[src/rtl/bram_port_arbiter.sv]
// Two-port round-robin arbiter in front of a single fixed-latency BRAM array.
// Illegal (misaligned / out-of-range / bad size) requests are answered with an error without touching memory.
module bram_port_arbiter #(
  parameter int unsigned SIZE_BYTE = 8192
) (
  input  logic        i_clk,
  input  logic        i_rst_n,
  input  logic        i_p0_req,
  input  logic        i_p0_we,
  input  logic [1:0]  i_p0_mask_type,
  input  logic [31:0] i_p0_addr,
  input  logic [31:0] i_p0_data,
  output logic        o_p0_gnt,
  output logic        o_p0_ack,
  output logic        o_p0_err,
  output logic [31:0] o_p0_data,
  input  logic        i_p1_req,
  input  logic        i_p1_we,
  input  logic [1:0]  i_p1_mask_type,
  input  logic [31:0] i_p1_addr,
  input  logic [31:0] i_p1_data,
  output logic        o_p1_gnt,
  output logic        o_p1_ack,
  output logic        o_p1_err,
  output logic [31:0] o_p1_data,
  output logic        o_mem_en,
  output logic        o_mem_we,
  output logic [1:0]  o_mem_mask_type,
  output logic [31:0] o_mem_addr,
  output logic [31:0] o_mem_data,
  input  logic [31:0] i_mem_data,
  input  logic        i_mem_ack
);

  function automatic logic is_legal(input logic [1:0] mask_type, input logic [31:0] addr);
    logic aligned;
    case (mask_type)
      2'b00:   aligned = 1'b1;
      2'b01:   aligned = ~addr[0];
      2'b10:   aligned = (addr[1:0] == 2'b00);
      default: aligned = 1'b0;
    endcase
    return aligned && (addr < 32'(SIZE_BYTE));
  endfunction

  logic        last_gnt_q, last_gnt_d;
  logic        rsp_valid_q, rsp_valid_d;
  logic        rsp_port_q, rsp_port_d;
  logic        rsp_err_q, rsp_err_d;
  logic        rsp_we_q, rsp_we_d;
  logic        gnt0, gnt1, any_gnt, legal;
  logic        sel_we;
  logic [1:0]  sel_mask_type;
  logic [31:0] sel_addr, sel_data;

  // Round-robin grant: on conflict the port not granted last time wins.
  always_comb begin
    gnt0 = 1'b0;
    gnt1 = 1'b0;
    if (!i_rst_n) begin
      gnt0 = 1'b0;
      gnt1 = 1'b0;
    end else if (i_p0_req && i_p1_req) begin
      gnt0 = last_gnt_q;
      gnt1 = ~last_gnt_q;
    end else begin
      gnt0 = i_p0_req;
      gnt1 = i_p1_req;
    end
  end

  // Select the granted port's fields and issue to the array only if legal.
  always_comb begin
    any_gnt         = gnt0 | gnt1;
    sel_we          = gnt1 ? i_p1_we        : i_p0_we;
    sel_mask_type   = gnt1 ? i_p1_mask_type : i_p0_mask_type;
    sel_addr        = gnt1 ? i_p1_addr      : i_p0_addr;
    sel_data        = gnt1 ? i_p1_data      : i_p0_data;
    legal           = any_gnt & is_legal(sel_mask_type, sel_addr);
    o_mem_en        = 1'b0;
    o_mem_we        = 1'b0;
    o_mem_mask_type = 2'b00;
    o_mem_addr      = 32'h0000_0000;
    o_mem_data      = 32'h0000_0000;
    if (legal) begin
      o_mem_en        = 1'b1;
      o_mem_we        = sel_we;
      o_mem_mask_type = sel_mask_type;
      o_mem_addr      = sel_addr;
      o_mem_data      = sel_data;
    end else begin
      o_mem_en        = 1'b0;
    end
  end

  // Next-state for priority and response tracking; rejected grants still count.
  always_comb begin
    last_gnt_d  = any_gnt ? gnt1 : last_gnt_q;
    rsp_valid_d = any_gnt;
    rsp_port_d  = gnt1;
    rsp_err_d   = any_gnt & ~legal;
    rsp_we_d    = any_gnt & sel_we;
  end

  // Priority and response registers.
  always_ff @(posedge i_clk or negedge i_rst_n) begin
    if (!i_rst_n) begin
      last_gnt_q  <= 1'b1;
      rsp_valid_q <= 1'b0;
      rsp_port_q  <= 1'b0;
      rsp_err_q   <= 1'b0;
      rsp_we_q    <= 1'b0;
    end else begin
      last_gnt_q  <= last_gnt_d;
      rsp_valid_q <= rsp_valid_d;
      rsp_port_q  <= rsp_port_d;
      rsp_err_q   <= rsp_err_d;
      rsp_we_q    <= rsp_we_d;
    end
  end

  // Route the response to the port that issued; a missing array ack drops a legal response.
  always_comb begin
    o_p0_gnt  = gnt0;
    o_p1_gnt  = gnt1;
    o_p0_ack  = rsp_valid_q & ~rsp_port_q & (rsp_err_q | i_mem_ack);
    o_p1_ack  = rsp_valid_q &  rsp_port_q & (rsp_err_q | i_mem_ack);
    o_p0_err  = o_p0_ack & rsp_err_q;
    o_p1_err  = o_p1_ack & rsp_err_q;
    o_p0_data = (o_p0_ack && !rsp_err_q && !rsp_we_q) ? i_mem_data : 32'h0000_0000;
    o_p1_data = (o_p1_ack && !rsp_err_q && !rsp_we_q) ? i_mem_data : 32'h0000_0000;
  end

endmodule

[config.mk]
export PLATFORM = sky130hd
export DESIGN_NAME = bram_port_arbiter
export DESIGN_NICKNAME = d
export VERILOG_FILES = /design/src/rtl/bram_port_arbiter.sv
export SDC_FILE = /design/constraint.sdc
export NUM_CORES = 1
export LEC_CHECK = 0
export ABC_AREA = 0
export ABC_CLOCK_PERIOD_IN_PS = 1850
export BUFFER_PORTS_ARGS = -buffer_cell sky130_fd_sc_hd__buf_2
export CAP_MARGIN = 10
export CELL_PAD_IN_SITES_DETAIL_PLACEMENT = 0
export CELL_PAD_IN_SITES_GLOBAL_PLACEMENT = 1
export CORE_MARGIN = 5
export CORE_UTILIZATION = 16
export DETAILED_ROUTE_END_ITERATION = 6
export MAX_ROUTING_LAYER = met4
export PLACE_DENSITY_LB_ADDON = 0.05
export SYNTH_ARGS = -nofsm -noshare
export SYNTH_HDL_FRONTEND = slang
export SYNTH_SLANG_ARGS = --single-unit
[constraint.sdc]
create_clock -name i_clk -period 1.85 [get_ports i_clk]
set_input_delay 0.37 -clock i_clk [delete_from_list [all_inputs] [get_ports i_clk]]
set_output_delay 0.37 -clock i_clk [all_outputs]
set_load 0.05 [all_outputs]
==> impl_metrics.yaml <==
sta:
  final-setup-viol-count: 114
  fin_skew_ns: 0.00204
  rsz0062_at_grt: "true"
  timing.final.ws_setup_ns: -0.577
  timing.fmax_mhz: 412
  drv_slew: 0
  post-route-min-period_ns: 2.43
  hold_viol: 0
  timing.final.crit_share_pct: 131
synth:
  synth_warnings: 0
  synth.distinct_cells: 26
  synth_area_um2: 2150
  synth_area_per_cell_um2: 7.12
  syn_inst: 302
  synth_area_leaders: "a2111oi_2, and2_1, nand2_1, buf_4, dfrtp_1"
  synth-async-reset-ratio_pct: 100
  synth_top_area_share_pct: 32.8
  synth_most_common_cell: "nand2_1"
  yosysTopAreaCell: "a2111oi_2"
  synth_seq_area_share_pct: 5.88
  synth_edf_count: 0
  synth-main-ff-cell: "dfrtp_1"
  ys_ff_latch: 5
  synthTopCellsByCount: "nand2_1, and2_1, a2111oi_2"
floorplan:
  fp-row-count: 42
  placeableCoreArea_um2: 13200
  die-area_um2: 15900
  die_w_um: 126
  initial_core_util_pct: 16.3
  die_h_um: 126
  io-pin-count: 309
min_path:
  hold_class: "in2async"
place:
  gp_congestion: 0.798
  place_inst: 767
  port-buffer-count: 289
  dp_hpwl_mm: 10.7
power:
  power_mw: 1.50
  intPower_mw: 0.807
  power_switching_mw: 0.689
  switching_share_pct: 46.1
  pwr-share-seq_pct: 8.9
  ir_drop_uv: 209
  power_frac_clock_pct: 23.9
  powerDensity_nw_per_um2: 249
  p_leak_nw: 2.51
  power.share.combinational_pct: 67.2
cts:
  htree_levels: 1
  cts_sinks: 5
  cts_hold_buf: 0
  clk_path_buf_depth: 2
  cts_buffers: 3
  root_buffer: "clkbuf_16"
  cts_tree: "built"
  cts.clk_slew.worst_paths_ns: 0.04
  clock_latency_ns: 0.23
grt:
  grt_remaining_overflow: 0
  grt_util_all_layers_pct: 17.6
  grt_antenna_before_repair: 1
  grt_pass1_wl_mm: 21.9
  grt_max_degree: 30
  grt_pass1_vias: 3846
finish:
  drive_gt1_share_pct: 76.4
  fillers: 1288
  area_delta_synth_final_pct: 180
  fin_cells: 783
  fin_nets: 778
routing:
  routedWlPerCell_um: 18.0
  drt_wl_total_mm: 14.1
  ant_nets: 0
  via_count: 3391
  via_per_inst: 4.33
  drc: 0
  drt_first_pass_iters: 4
  drtIter0Drc: 103
setup_path:
  worstSetupPathType: "reg2out"
  crit_fanout: 18
  critPathRequiredTime_ns: 1.48
  end_kind: "output pin"
  critPathLaunchType: "register"
  crit_arrival_ns: 2.06
outcome:
  violations: "negative setup slack"
  status: "finished with violations"
job:
  max-cap-violations: 0
[state kept, by name, summed over array words and instances (netlist names)]
signal and flops:
rsp_err_q 1, rsp_port_q 1, last_gnt_q 1, rsp_we_q 1, rsp_valid_q 1
[per-layer routing]
| layer | part of all wire (%) | GRT usage, % |
|---|---|---|
| met2 | 54 | 31.8 |
| met4 | 1.2 | 2.97 |
| met1 | 40 | 20.7 |
| met3 | 5.3 | 3.01 |
| met5 | 0 | - |
[final cells by class]
type	count	area (um2)	area share [%]
sequential	5	129	2.14
inverter	3	11.3	0.187
timing repair buffer	332	2970	49.4
antenna	1	2.50	0.0416
tap	176	220	3.66
clock buffer	3	75.1	1.25
clock inverter	1	5.00	0.0832
multi-input combinational	262	2600	43.3
[logic make-up after synthesis]
group                  after synthesis  synth area share (%)
muxes                                3                  1.69
DFF                                  5                  5.88
AOI/OAI and AO/OA                   54                  34.7
other                                1                 0.174
and+or+nand+nor                    186                  42.5
buffers and inverters               53                  15.0
[layout by cell type (no fill, tap or decap), drive strengths merged, types with 2 or more instances in the layout]
cell type    n
buf        332
nand2       97
and2        64
a2111oi     47
conb        19
nor4        11
nor3         5
nor2         4
o21ai        4
dfrtp        4
clkbuf       3
inv          3
a21oi        2
mux2         2
nand4        2
and3         2
[worst paths after layout]
check / from / end / slack [ns] / cells after the start
max: last_gnt_q / o_mem_data[20] / -0.58 / 7
min reg2reg: last_gnt_q / last_gnt_q / 0.47 / 2
min: i_rst_n / rsp_we_q / 0.09 / 2
max in group asynchronous: i_rst_n / last_gnt_q / 1.56 / 2
max reg2reg: last_gnt_q / rsp_we_q / 0.16 / 8
min in group i_clk: last_gnt_q / last_gnt_q / 0.47 / 2
[power by group through the flow]
stage	logic, mW	clock network, mW	registers (mW)
after global placement	0.842	0	0.129
after global routing	1.07	0.378	0.134
final	1.01	0.357	0.133
after detailed placement	0.849	0	0.129
after CTS	1.00	0.364	0.131
after floorplan	0.550	0	0.126
[worst max-delay path: stages, from the launching register on]
cell,delay (ns)
dfstp_2,0.52
nand2_2,0.06
nand3_4,0.08
inv_2,0.06
mux2_4,0.36
buf_12,0.20
a2111oi_4,0.31
buf_6,0.21
[repair_timing]
item	CTS	global route
cloned	6	0
pin swaps	63	8
buffers inserted	8	0
gates resized for setup	380	15
endpoints found under the hold margin	0	0
endpoints found under the setup margin	115	115
[stage by stage]
stage                     TNS (ns)  utilization, %  setup WS (ns)  hold slack, ns  area (um2)
after floorplan             -21.89               -         -0.454          0.0744        2910
after global placement      -29.44            35.3         -0.620           0.301        4660
after detailed placement    -31.23            35.3         -0.630           0.301        4660
after CTS                   -39.09            45.5         -0.598          0.0607        6000
after global routing        -45.72            45.6         -0.650          0.0924        6010
final                       -36.58            45.6         -0.577          0.0856        6010
No activity file was read; power rests on OpenSTA's default activity.
